### src/rtl/tomasulo_reg_status_file.sv
// tomasulo_reg_status_file: register file with per-register producer tags, CDB writeback/bypass, rename and flush
module tomasulo_reg_status_file #(
  parameter int DATA_W   = 16,
  parameter int NUM_REGS = 8,
  parameter int IDX_W    = $clog2(NUM_REGS),
  parameter int TAG_W    = 4,
  parameter int NRD      = 2,
  parameter bit ZERO_REG = 0
) (
  input  logic                  CLK,
  input  logic                  CLR,
  input  logic                  ren_en,
  input  logic [IDX_W-1:0]      ren_reg,
  input  logic [TAG_W-1:0]      ren_tag,
  input  logic                  cdb_valid,
  input  logic [TAG_W-1:0]      cdb_tag,
  input  logic [DATA_W-1:0]     cdb_data,
  input  logic                  flush,
  input  logic [NRD*IDX_W-1:0]  rd_num,
  output logic [NRD*TAG_W-1:0]  rd_tag,
  output logic [NRD*DATA_W-1:0] rd_data,
  output logic [IDX_W:0]        pending_cnt
);
  logic [DATA_W-1:0] rf     [NUM_REGS];
  logic [TAG_W-1:0]  tag    [NUM_REGS];
  logic [DATA_W-1:0] rf_n   [NUM_REGS];
  logic [TAG_W-1:0]  tag_n  [NUM_REGS];
  logic [IDX_W:0]    cnt_n;
  logic [NRD-1:0]    byp;
  logic [NRD*TAG_W-1:0]  rt_n;
  logic [NRD*DATA_W-1:0] rdat_n;
  logic cdb_hit;

  assign cdb_hit = cdb_valid && cdb_tag != '0;

  // next state: CDB match writes data and clears tag, rename wins the tag, flush clears every tag
  always_comb begin
    cnt_n = '0;
    for (int i = 0; i < NUM_REGS; i++) begin
      rf_n[i]  = (cdb_hit && tag[i] == cdb_tag) ? cdb_data : rf[i];
      tag_n[i] = flush ? '0 :
                 (ren_en && ren_reg == IDX_W'(i)) ? ren_tag :
                 (cdb_hit && tag[i] == cdb_tag) ? '0 : tag[i];
      if (ZERO_REG && i == 0) begin
        rf_n[i]  = '0;
        tag_n[i] = '0;
      end
      cnt_n = cnt_n + (IDX_W+1)'(tag_n[i] != '0);
    end
  end

  // read ports on pre-edge state, with bypass when the CDB is delivering the awaited tag
  always_comb begin
    rt_n   = '0;
    rdat_n = '0;
    byp    = '0;
    for (int k = 0; k < NRD; k++) begin
      byp[k] = cdb_valid && tag[rd_num[k*IDX_W +: IDX_W]] != '0 &&
               cdb_tag == tag[rd_num[k*IDX_W +: IDX_W]];
      rt_n[k*TAG_W +: TAG_W]    = byp[k] ? '0 : tag[rd_num[k*IDX_W +: IDX_W]];
      rdat_n[k*DATA_W +: DATA_W] = byp[k] ? cdb_data : rf[rd_num[k*IDX_W +: IDX_W]];
    end
  end

  // state and registered outputs; reset loads reg[i] = i+1 with no producers
  always_ff @(posedge CLK or posedge CLR) begin
    if (CLR) begin
      for (int i = 0; i < NUM_REGS; i++) begin
        rf[i]  <= (ZERO_REG && i == 0) ? '0 : DATA_W'(i + 1);
        tag[i] <= '0;
      end
      rd_tag      <= '0;
      rd_data     <= '0;
      pending_cnt <= '0;
    end else begin
      rf          <= rf_n;
      tag         <= tag_n;
      rd_tag      <= rt_n;
      rd_data     <= rdat_n;
      pending_cnt <= cnt_n;
    end
  end
endmodule

### config.mk
export PLATFORM = sky130hd
export DESIGN_NAME = tomasulo_reg_status_file
export DESIGN_NICKNAME = d
export VERILOG_FILES = /design/src/rtl/tomasulo_reg_status_file.sv
export SDC_FILE = /design/constraint.sdc
export NUM_CORES = 1
export LEC_CHECK = 0
export BUFFER_PORTS_ARGS = -buffer_cell sky130_fd_sc_hd__buf_2
export CAP_MARGIN = 0
export CORE_UTILIZATION = 55
export DETAILED_ROUTE_END_ITERATION = 6
export PLACE_DENSITY = 0.77
export SETUP_SLACK_MARGIN = 0.02
export SLEW_MARGIN = 20
export SYNTH_ARGS = -nofsm -noshare
export SYNTH_HDL_FRONTEND = slang
export SYNTH_SLANG_ARGS = --single-unit
### constraint.sdc
create_clock -name CLK -period 6.6 [get_ports CLK]
set_clock_uncertainty 0.1 [all_clocks]
set_input_delay 1.32 -clock CLK [delete_from_list [all_inputs] [get_ports CLK]]
set_output_delay 1.32 -clock CLK [all_outputs]
set_load 0.005 [all_outputs]
; Word level (Yosys, flattened, before mapping)
; Cells that the tools add are included.
[totals]
ff_bits = 204
in_bits = 38
out_inout_bits = 44
wordCells = 120
[classes]
n_addsub = 7
magnitude_cmp = 2
n_eq_ne = 17
mux = 40
bitwise = 2
n_reduce_logical = 33
[ops]
columns = cell, n
row1 = $mux 4, 30
row2 = $bmux 16 s3, 2
row3 = $mux 16, 6
row4 = $reduce_bool 4->1, 11
row5 = $eq 4x4->1, 10
row6 = $bmux 4 s3, 2
row7 = $logic_and 1x1->1, 21
row8 = $add 4x1->4, 4
row9 = $eq 3x3->1 const B, 4
row10 = $ge 4x4->1 const B, 2
row11 = $not 3->4, 2
row12 = $eq 3x2->1 const B, 2
row13 = $add 3x1->4, 1
row14 = $add 2x1->3, 1
row15 = $eq 3x1->1 const B, 1
row16 = $logic_not 3->1, 1
row17 = $add 1x1->2, 1

; Logic depth before layout (Yosys ltp)
; Gate-level depths: netlist of run 1.
[depth]
depth_word = 14
ltp_mapped = 17
mapped_depth_nobuf = 15

; Worst setup path after synthesis of run 1
; No wires, ideal clock.
[synth_timing]
kind = input port to flip-flop
start = input port cdb_tag[0]
end = register pending_cnt[2]
setup_ns = 0.123
t_arrival_ns = 5.105
required_ns = 6.377
path_slack_ns = 1.273
cell_stages = 17
path_buffers = 2
path_cell_list = buf_2 xnor2_1 nand4_1 nor2_1 buf_2 a2bb2oi_1 nor2_1 or4_1 fa_1 fa_1 inv_1 fa_1 inv_1 ha_1 inv_1 fa_1 xnor2_1
[synth_lines]
columns = element, line
row1 = start: declaration, 16  ; input logic [TAG_W-1:0] cdb_tag,
row2 = end signal: assignment, 80  ; pending_cnt <= cnt_n;
row3 = end: declaration, 22  ; output logic [IDX_W:0] pending_cnt

==> results of run 1 <==
-- flip-flops by register name, summed over array words and instances, names as in the netlist --
name / count
tag: 32
rd_data: 32
pending_cnt: 4
rd_tag: 8
rf: 128
-- power breakdown --
group          switching (µW)  leakage (µW)  internal (µW)
sequential                194       0.00255           1590
combinational             329       0.00239            594
clock                     506      0.000353            727
-- layer usage --
layer  track usage  share of wire  vias to the layer above
met2         0.431           0.48                      244
li1              -              -                     3046
met5             0              0                        -
met4        0.0823          0.026                        0
met3        0.0497          0.068                       46
met1         0.352           0.42                     3656
-- worst max-delay path, cell delays in order --
cell	delay [ns]
sky130_fd_sc_hd__buf_2	0.33
sky130_fd_sc_hd__xnor2_1	0.17
sky130_fd_sc_hd__nand4_1	0.11
sky130_fd_sc_hd__nor2_2	0.49
sky130_fd_sc_hd__a2bb2oi_1	0.23
sky130_fd_sc_hd__nor2_1	0.07
sky130_fd_sc_hd__or4_1	0.59
sky130_fd_sc_hd__fa_1	0.51
sky130_fd_sc_hd__fa_1	0.49
sky130_fd_sc_hd__inv_1	0.05
sky130_fd_sc_hd__fa_1	0.42
sky130_fd_sc_hd__inv_1	0.07
sky130_fd_sc_hd__ha_1	0.16
sky130_fd_sc_hd__inv_1	0.07
sky130_fd_sc_hd__fa_1	0.55
sky130_fd_sc_hd__inv_1	0.04
-- metrics by stage --
step | power, µW | util | hold slack (ns) | instances | cell area [µm²]
6_report | 3940 | 0.630 | 0.423 | 1125 | 12400
5_1_grt | 4120 | 0.630 | 0.446 | 1124 | 12400
4_1_cts | 3970 | 0.630 | 0.426 | 1124 | 12400
3_5_place_dp | 2720 | 0.593 | 0.413 | 1083 | 11600
3_3_place_gp | 2680 | 0.593 | 0.401 | 1083 | 11600
2_1_floorplan | 2460 | - | 0.392 | 792 | 11100
-- path summary, 6_finish.rpt --
path,depth (start not counted),end,start
worst max-delay path,16,pending_cnt[1]$_DFF_PP0_,cdb_tag[0]
worst min-delay path,1,rf[51]$_DFFE_PP0P_,rf[51]$_DFFE_PP0P_
worst max register to register,15,pending_cnt[1]$_DFF_PP0_,tag[25]$_DFF_PP0_
worst min register to register,1,rf[51]$_DFFE_PP0P_,rf[51]$_DFFE_PP0P_
max in group asynchronous,3,rf[32]$_DFFE_PP0P_,CLR
min in group asynchronous,2,rf[14]$_DFFE_PP0P_,CLR
-- cell usage in the layout (no fill, tap or decap), types with 5 or more instances in the layout --
master,Yosys,final
sky130_fd_sc_hd__mux2_2,183,183
sky130_fd_sc_hd__xnor2_1,35,35
sky130_fd_sc_hd__inv_1,7,6
sky130_fd_sc_hd__nand2_1,39,39
sky130_fd_sc_hd__nand2b_1,6,6
sky130_fd_sc_hd__buf_2,17,81
sky130_fd_sc_hd__o211ai_1,16,16
sky130_fd_sc_hd__nor2b_1,11,11
sky130_fd_sc_hd__mux2_4,14,14
sky130_fd_sc_hd__nor2_2,2,9
sky130_fd_sc_hd__or4_1,6,6
sky130_fd_sc_hd__clkbuf_16,0,23
sky130_fd_sc_hd__mux4_2,73,73
sky130_fd_sc_hd__a21oi_1,17,17
sky130_fd_sc_hd__dfrtp_1,191,191
sky130_fd_sc_hd__mux2i_1,11,11
sky130_fd_sc_hd__buf_4,6,13
sky130_fd_sc_hd__clkbuf_1,15,5
sky130_fd_sc_hd__nor2_1,33,25
sky130_fd_sc_hd__a2bb2oi_1,16,16
sky130_fd_sc_hd__nand4_1,9,9
sky130_fd_sc_hd__dfstp_2,13,13
-- logic make-up after synthesis --
| kind of cell | after synthesis |
|---|---|
| adders and majority gates | 7 |
| xor gates and xnor gates | 39 |
| DFF | 204 |
| AOI/OAI and AO/OA | 62 |
| muxes | 286 |
| buffers and inverters | 76 |
| and+or+nand+nor | 118 |
-- final cells by class --
cell class              count  share of cell area
diodes                      1            0.000202
clock buffers              32              0.0524
inverters                   7             0.00242
repair buffers             95              0.0422
clock inverters             9             0.00687
flip-flops and latches    204               0.413
well taps                 265              0.0268
multi-input cells         512               0.456
==> metrics, run 1 <==
drt pass-1 iters 5; Vias/cell 6.22; number of buffers added by the clock tree synthesis step 23; number of post-CTS setup repair buffers 0; GRT Util Overall 0.262; register cell area after layout 0.00512 mm²; count of endpoints failing setup in the final report 0; number of enable flip-flop cells after synthesis 0; multi-input logic area 0.00565 mm²; I/O pin count 82; Post-DRT Antenna Nets 0; Top FF cell, synth sky130_fd_sc_hd__dfrtp_1; ratio of cells with drive above 1 in the final layout 0.508; startpoint class of the critical path primary input; highest clock rate 186 MHz; number of hold violations in the final report 0; CTS tree yes; WP data arrival 5.69 ns; Setup Total Neg Slack 0 ns; Compound-Gate Fraction of Synth Area 0.0394; core area 0.0197 mm²; Synth Area in Adders 0.0106; number of port buffers 81; Async S/R FF share, synth 1.00; width of the die 144 µm; Pins Over Slew Limit 0; final worst path period share 0.817; initial antenna violation count 1; largest family of logic cells by synthesized area multiplexers; wire length of the first global-routing pass 40400 µm; CTS sink count 204; Commonest cells post-synth 191 x sky130_fd_sc_hd__dfrtp_1, 183 x sky130_fd_sc_hd__mux2_2, 73 x sky130_fd_sc_hd__mux4_2; GP Congestion 0.861; Initial Util 0.565; critical path required time 6.90 ns; static leakage power 0.00529 µW; final HPWL from detailed placement 16500 µm; full die area 0.0208 mm²; hold-fix buffer count after cts 0; number of placement rows 51; Layout Nets 888; largest net degree at the start of global routing 163; simple logic cell fraction of the synthesized area 0.0530; DRC marker count from the first detailed-route iteration 403; cell taking the most area after synthesis sky130_fd_sc_hd__dfrtp_1; via count of the first global-routing pass 7294; post-synthesis xor/xnor area fraction 0.0321; Yosys top cell area share 0.430; critical path start-end classification primary input to register; sequential share of the synthesized area 0.461; capturing element type of the critical path register; hold crit path type register to register; reg-to-reg slack, setup 1.86 ns; Synth Instances 792; max-capacitance violation count 0; share of cell area taken by muxes after synthesis 0.371; Worst VDD drop 181 µV; number of synthesized register bits 204; CTS H-tree lvls 1; pre-CTS worst setup slack 0.714 ns; DRC viols 0; worst skew pair latency 0.51 ns; Slew headroom 0.345; dominant cells by area after synthesis sky130_fd_sc_hd__dfrtp_1 43%, sky130_fd_sc_hd__mux2_2 19%, sky130_fd_sc_hd__mux4_2 15%, sky130_fd_sc_hd__dfstp_2 3.1%, sky130_fd_sc_hd__xnor2_1 2.8%; most numerous cell in the Yosys netlist sky130_fd_sc_hd__dfrtp_1; Post-Route WL 25600 µm; post-synthesis instance area 0.0111 mm²; Mapped Avg Cell Area 14.0 µm²; count of vias placed by the detailed router 6992; global route overflow 0; total power per unit cell area 318 mW/mm²; clock tree root driver cell sky130_fd_sc_hd__clkbuf_16; synth unique cells 42; area grow syn2layout 11.6%; Syn Nets 837; final critical-path setup slack 1.21 ns; Avg WL per Cell 22.7 µm; unrepaired setup endpoints after global routing no; height of the die 144 µm; Max FO, Critical Path 12; Least-Margin Pin Slew 0.980 ns; clock transition time at the flip-flop clock pins of the worst setup and hold paths 0.06 ns; final-layout fill cell count 1487; post_cts resized 0; status finished clean; min Tclk post-route 5.39 ns; Max Buffers Root-to-Sink 3; number of warnings reported in the yosys synthesis log 0
Power figures use the tool's default switching activity.
==> run 2: changes to the inputs <==
PLACE_DENSITY = 0.74   (was 0.77)
clock period = 5.4 ns   (was 6.6 ns; I/O delays follow)
==> metrics, run 2 (synthesized netlist as in run 1, its figures left out) <==
Slew headroom 0.359 (+0.0144); static leakage power 0.00534 µW (+0.91%); unrepaired setup endpoints after global routing no; antenna cell count 0 (-1); total power per unit cell area 386 mW/mm² (+22%); global route overflow 0 (unchanged); Max FO, Critical Path 9 (-3); Least-Margin Pin Slew 0.957 ns (-0.0230 ns); hold crit path type register to register; initial antenna violation count 0 (-1); area grow syn2layout 12.0%; largest net degree at the start of global routing 205 (+26%); max-capacitance violation count 0 (unchanged); Regs by FF count rf: 128 flops, rd_data: 32 flops, tag: 32 flops; drt pass-1 iters 5 (unchanged); Worst VDD drop 265 µV (+46%); clock tree root driver cell sky130_fd_sc_hd__clkbuf_16; DRC viols 0 (unchanged); highest clock rate 208 MHz; number of buffers added by the clock tree synthesis step 23 (unchanged); I/O pin count 82 (unchanged); number of post-CTS setup repair buffers 0 (unchanged); count of vias placed by the detailed router 7203 (+3.0%); GP Congestion 0.922 (+7.1%); largest stage delay on the critical path 0.61 ns (+0.02 ns); ratio of cells with drive above 1 in the final layout 0.504 (-0.00353); number of cells on the critical path 15 (-1); width of the die 144 µm (unchanged); Critical path buffers and inverters 5 (unchanged); final worst path period share 0.889; Worst Hold Depth 1 (unchanged); number of placement rows 51 (unchanged); final HPWL from detailed placement 17200 µm (+3.8%); capturing element type of the critical path register; number of port buffers 81 (unchanged); clock transition time at the flip-flop clock pins of the worst setup and hold paths 0.06 ns (about the same); height of the die 144 µm (unchanged); DRC marker count from the first detailed-route iteration 502 (+25%); CTS tree yes; via count of the first global-routing pass 7419 (+1.7%); Slowest-stage cell, CP sky130_fd_sc_hd__or4_1; startpoint class of the critical path primary input; final-layout fill cell count 1481 (-0.40%); Pins Over Slew Limit 0 (unchanged); CTS sink count 204 (unchanged); critical path start-end classification primary input to register; number of flip-flops in the largest register 128 (unchanged); Max Buffers Root-to-Sink 3 (unchanged); Hold Slack 0.421 ns (-0.00242 ns); CP Cell Sequence buf_2 > xnor2_1 > nand4_1 > o211ai_1 > a21oi_1 > or4_1 > fa_1 > fa_1 > inv_1 > fa_1 > inv_1 > ha_1 > inv_1 > fa_1 > inv_1; hold-fix buffer count after cts 0 (unchanged); WP data arrival 5.11 ns (-0.58 ns); post_cts resized 0 (unchanged); register cell area after layout 0.00512 mm² (unchanged); register name with the most flops rf; worst reg-to-reg path cell count 14 (-1); Setup Total Neg Slack 0 ns (unchanged); Initial Util 0.565 (unchanged); count of endpoints failing setup in the final report 0 (unchanged); wire length of the first global-routing pass 41700 µm (+3.2%); Vias/cell 6.36 (+2.4%); Avg WL per Cell 23.8 µm (+4.6%); Post-DRT Antenna Nets 0 (unchanged); multi-input logic area 0.00563 mm² (-0.27%); most common library cell in the layout ignoring fill and taps sky130_fd_sc_hd__dfrtp_1; GRT Util Overall 0.272 (+0.0105); critical path required time 5.71 ns (-1.19 ns); number of hold violations in the final report 0 (unchanged); worst skew pair latency 0.52 ns (about the same); most frequent cells in the layout 191 x sky130_fd_sc_hd__dfrtp_1, 183 x sky130_fd_sc_hd__mux2_2, 81 x sky130_fd_sc_hd__buf_2; min Tclk post-route 4.80 ns; full die area 0.0208 mm² (unchanged); CTS H-tree lvls 1 (unchanged); Layout Nets 897 (+1.0%); kind of cell adding the most delay to the critical path adder cells; core area 0.0197 mm² (unchanged); status finished clean; Post-Route WL 26900 µm (+5.3%)
[run 2: changes by cell type in the layout (fill, tap and decap cells not counted), sizes merged]
cell      delta
clkbuf       +2
diode        -1
buf          +9
clkinvlp     -3
[run 2: layout make-up]
cell class,instances,area share
Clock buffer,34,0.0520
Multi-Input combinational cell,512,0.453
Inverter,7,0.00242
Clock inverter,6,0.00473
Sequential cell,204,0.412
Timing Repair Buffer,104,0.0491
Tap cell,265,0.0267
[run 2: power breakdown]
part	total (µW)	switching, µW	internal, µW	leakage (µW)
sequential	2180	242	1940	0.00255
clock	1480	605	873	0.000349
combinational	1140	410	732	0.00244
total	4800	1260	3540	0.00534
[run 2: stage by stage]
| stage | std cells | total power (µW) | worst slack [ns] | util | cell area [µm²] |
|---|---|---|---|---|---|
| final | 1132 | 4800 | 0.600 | 0.633 | 12400 |
| after global routing | 1132 | 5030 | 0.363 | 0.633 | 12400 |
| after CTS | 1131 | 4830 | 0.645 | 0.631 | 12400 |
| after detailed placement | 1091 | 3340 | 0.124 | 0.595 | 11700 |
| after global placement | 1091 | 3250 | 0.255 | 0.595 | 11700 |
| after floorplan | 792 | 3000 | 0.313 | - | 11100 |
[run 2: final timing paths]
path	from	to	slack [ns]
max reg2reg	tag[18]$_DFF_PP0_	pending_cnt[1]$_DFF_PP0_	0.92
min	rf[67]$_DFFE_PP0P_	rf[67]$_DFFE_PP0P_	0.42
min in group asynchronous	CLR	rf[109]$_DFFE_PP0P_	0.61
min reg2reg	rf[67]$_DFFE_PP0P_	rf[67]$_DFFE_PP0P_	0.42
max in group asynchronous	CLR	rf[33]$_DFFE_PP1P_	3.68
max	cdb_tag[0]	pending_cnt[1]$_DFF_PP0_	0.60
[run 2: layer usage]
metal | vias up | global-route usage | routed length, µm
li1 | 3059 | - | -
met1 | 3816 | 0.367 | 11100
met2 | 264 | 0.446 | 13400
met3 | 64 | 0.0361 | 1480
met4 | 0 | 0.113 | 918
met5 | - | 0 | 0
[run 2: worst reg2reg max path, delay by kind of cell (launching register included)]
family / cells / cell delay [ns]
adders and majority gates: 5 / 2.17
and+or+nand+nor: 2 / 0.86
DFF: 1 / 0.44
AOI/OAI and AO/OA: 2 / 0.38
buffers and inverters: 4 / 0.22
xor gates and xnor gates: 1 / 0.19
==> run 3: changes to the inputs <==
clock period = 4.67 ns   (was 5.4 ns; I/O delays follow)
==> metrics, run 3 (synthesized netlist as in run 1, its figures left out) <==
Regs by FF count rf: 128 flops, rd_data: 32 flops, tag: 32 flops; Post-DRT Antenna Nets 0 (unchanged); drt pass-1 iters 5 (unchanged); number of buffers added by the clock tree synthesis step 22 (-4.3%); Worst VDD drop 288 µV (+8.6%); number of hold violations in the final report 0 (unchanged); number of placed instances with taps included 1110 (+1.7%); number of placement rows 51 (unchanged); most common library cell in the layout ignoring fill and taps sky130_fd_sc_hd__dfrtp_1; max-capacitance violation count 0 (unchanged); CTS H-tree lvls 1 (unchanged); clock tree root driver cell sky130_fd_sc_hd__clkbuf_16; number of port buffers 81 (unchanged); most frequent cells in the layout 191 x sky130_fd_sc_hd__dfrtp_1, 183 x sky130_fd_sc_hd__mux2_2, 77 x sky130_fd_sc_hd__buf_2; total power per unit cell area 440 mW/mm² (+14%); global route overflow 0 (unchanged); Layout Nets 916 (+2.1%); final worst path period share 0.962; Avg WL per Cell 23.1 µm (-2.6%); capturing element type of the critical path register; count of non-filler cells in the finished layout 1153 (+1.9%); register name with the most flops rf; final standard cell area without fillers 0.0127 mm² (+2.4%); Initial Util 0.565 (unchanged); static leakage power 0.00546 µW (+2.4%); Setup Total Neg Slack 0 ns (unchanged); GP Congestion 0.914 (-0.89%); via count of the first global-routing pass 7518 (+1.3%); largest net degree at the start of global routing 205 (unchanged); WP data arrival 4.80 ns (-0.31 ns); Slew headroom 0.536 (+0.176); count of vias placed by the detailed router 7134 (-0.96%); DRC marker count from the first detailed-route iteration 452 (-10%); Pins Over Slew Limit 0 (unchanged); I/O pin count 82 (unchanged); Hold Slack 0.409 ns (-0.0119 ns); worst skew pair latency 0.51 ns (about the same); startpoint class of the critical path primary input; height of the die 144 µm (unchanged); CTS tree yes; width of the die 144 µm (unchanged); area grow syn2layout 14.6%; pre-CTS worst setup slack -0.452 ns (-0.576 ns); final HPWL from detailed placement 17200 µm (+0.18%); ratio of cells with drive above 1 in the final layout 0.533 (+0.0292); highest clock rate 223 MHz; Max Buffers Root-to-Sink 3 (unchanged); min Tclk post-route 4.49 ns; count of endpoints failing setup in the final report 0 (unchanged); initial antenna violation count 1 (+1); critical path start-end classification primary input to register; Post-Route WL 26700 µm (-0.82%); CTS sink count 204 (unchanged); final critical-path setup slack 0.179 ns (-0.421 ns); GRT Util Overall 0.273 (+0.000602); Max FO, Critical Path 6 (-3); full die area 0.0208 mm² (unchanged); Vias/cell 6.19 (-2.8%); Least-Margin Pin Slew 0.696 ns (-0.261 ns); hold crit path type primary input to async pin; final-layout fill cell count 1409 (-4.9%); wire length of the first global-routing pass 42600 µm (+2.0%); core area 0.0197 mm² (unchanged); number of flip-flops in the largest register 128 (unchanged); status finished clean; post-detailed-placement cell area 0.0119 mm² (+1.7%); clock transition time at the flip-flop clock pins of the worst setup and hold paths 0.07 ns (about the same); critical path required time 4.98 ns (-0.73 ns); DRC viols 0 (unchanged)
## run 3: changes by cell type in the layout (fill, tap and decap cells not counted), moves of 3 or more
cell / previous run / this run
sky130_fd_sc_hd__buf_2: 81 / 77
sky130_fd_sc_hd__clkbuf_4: 0 / 3
sky130_fd_sc_hd__or4_1: 6 / 3
sky130_fd_sc_hd__buf_4: 21 / 42
sky130_fd_sc_hd__xnor2_2: 0 / 7
sky130_fd_sc_hd__xnor2_1: 35 / 28
sky130_fd_sc_hd__a2bb2oi_1: 16 / 11
sky130_fd_sc_hd__a2bb2oi_2: 0 / 5
sky130_fd_sc_hd__or4_4: 0 / 3
## run 3: routing by layer
metal / up-vias / routed length, µm / track usage
met4: 0 / 702 / 0.0862
met1: 3710 / 11100 / 0.371
li1: 3096 / - / -
met5: - / 0 / 0
met3: 63 / 1630 / 0.0440
met2: 265 / 13200 / 0.450
## run 3: final timing paths
| path | start | end | slack, ns | depth (start not counted) |
|---|---|---|---|---|
| min in group CLK | rf[92]$_DFFE_PP0P_ | rf[92]$_DFFE_PP0P_ | 0.43 | 1 |
| max in group asynchronous | CLR | rf[84]$_DFFE_PP0P_ | 3.09 | 4 |
| worst max register to register | tag[31]$_DFF_PP0_ | pending_cnt[1]$_DFF_PP0_ | 0.23 | 15 |
| worst min-delay path | CLR | rf[125]$_DFFE_PP0P_ | 0.41 | 3 |
| worst min register to register | rf[92]$_DFFE_PP0P_ | rf[92]$_DFFE_PP0P_ | 0.43 | 1 |
| worst max-delay path | cdb_tag[3] | pending_cnt[1]$_DFF_PP0_ | 0.18 | 16 |
## run 3: repair_timing
action                                  4_1_cts  5_1_grt
endpoints found under the setup margin        0        2
hold buffers                                  0        0
gates resized for setup                       0       17
setup buffers                                 0        1
## run 3: area by class of cell
| cell class | count | area, µm² | share of cell area |
|---|---|---|---|
| diodes | 1 | 2.50 | 0.000197 |
| clock buffers | 34 | 626 | 0.0491 |
| clock inverters | 6 | 93.8 | 0.00737 |
| inverters | 7 | 30.0 | 0.00236 |
| multi-input cells | 512 | 5750 | 0.452 |
| flip-flops and latches | 204 | 5120 | 0.402 |
| well taps | 265 | 332 | 0.0260 |
| repair buffers | 124 | 771 | 0.0605 |
## run 3: through the flow
stage	utilization	power, µW
final	0.648	5600
after global placement	0.605	3770
after floorplan	-	3480
after CTS	0.642	5630
after detailed placement	0.605	3880
after global routing	0.648	5870
## run 3: critical path, cell delays in order
cell and delay, ns:
sky130_fd_sc_hd__clkbuf_4 0.17, sky130_fd_sc_hd__xnor2_2 0.14, sky130_fd_sc_hd__nand4_1 0.15, sky130_fd_sc_hd__nor2_4 0.23
sky130_fd_sc_hd__a2bb2oi_2 0.18, sky130_fd_sc_hd__nor2_1 0.08, sky130_fd_sc_hd__or4_4 0.55, sky130_fd_sc_hd__fa_1 0.52
sky130_fd_sc_hd__fa_1 0.52, sky130_fd_sc_hd__inv_1 0.05, sky130_fd_sc_hd__fa_1 0.42, sky130_fd_sc_hd__inv_1 0.07
sky130_fd_sc_hd__ha_2 0.17, sky130_fd_sc_hd__inv_1 0.05, sky130_fd_sc_hd__fa_2 0.52, sky130_fd_sc_hd__inv_1 0.04
## run 3: where the power goes
group          leakage [µW]  internal, µW  switching [µW]  total (µW)
Clock              0.000346          1040             697        1730
Sequential          0.00255          2240             278        2520
Combinational       0.00257           863             484        1350
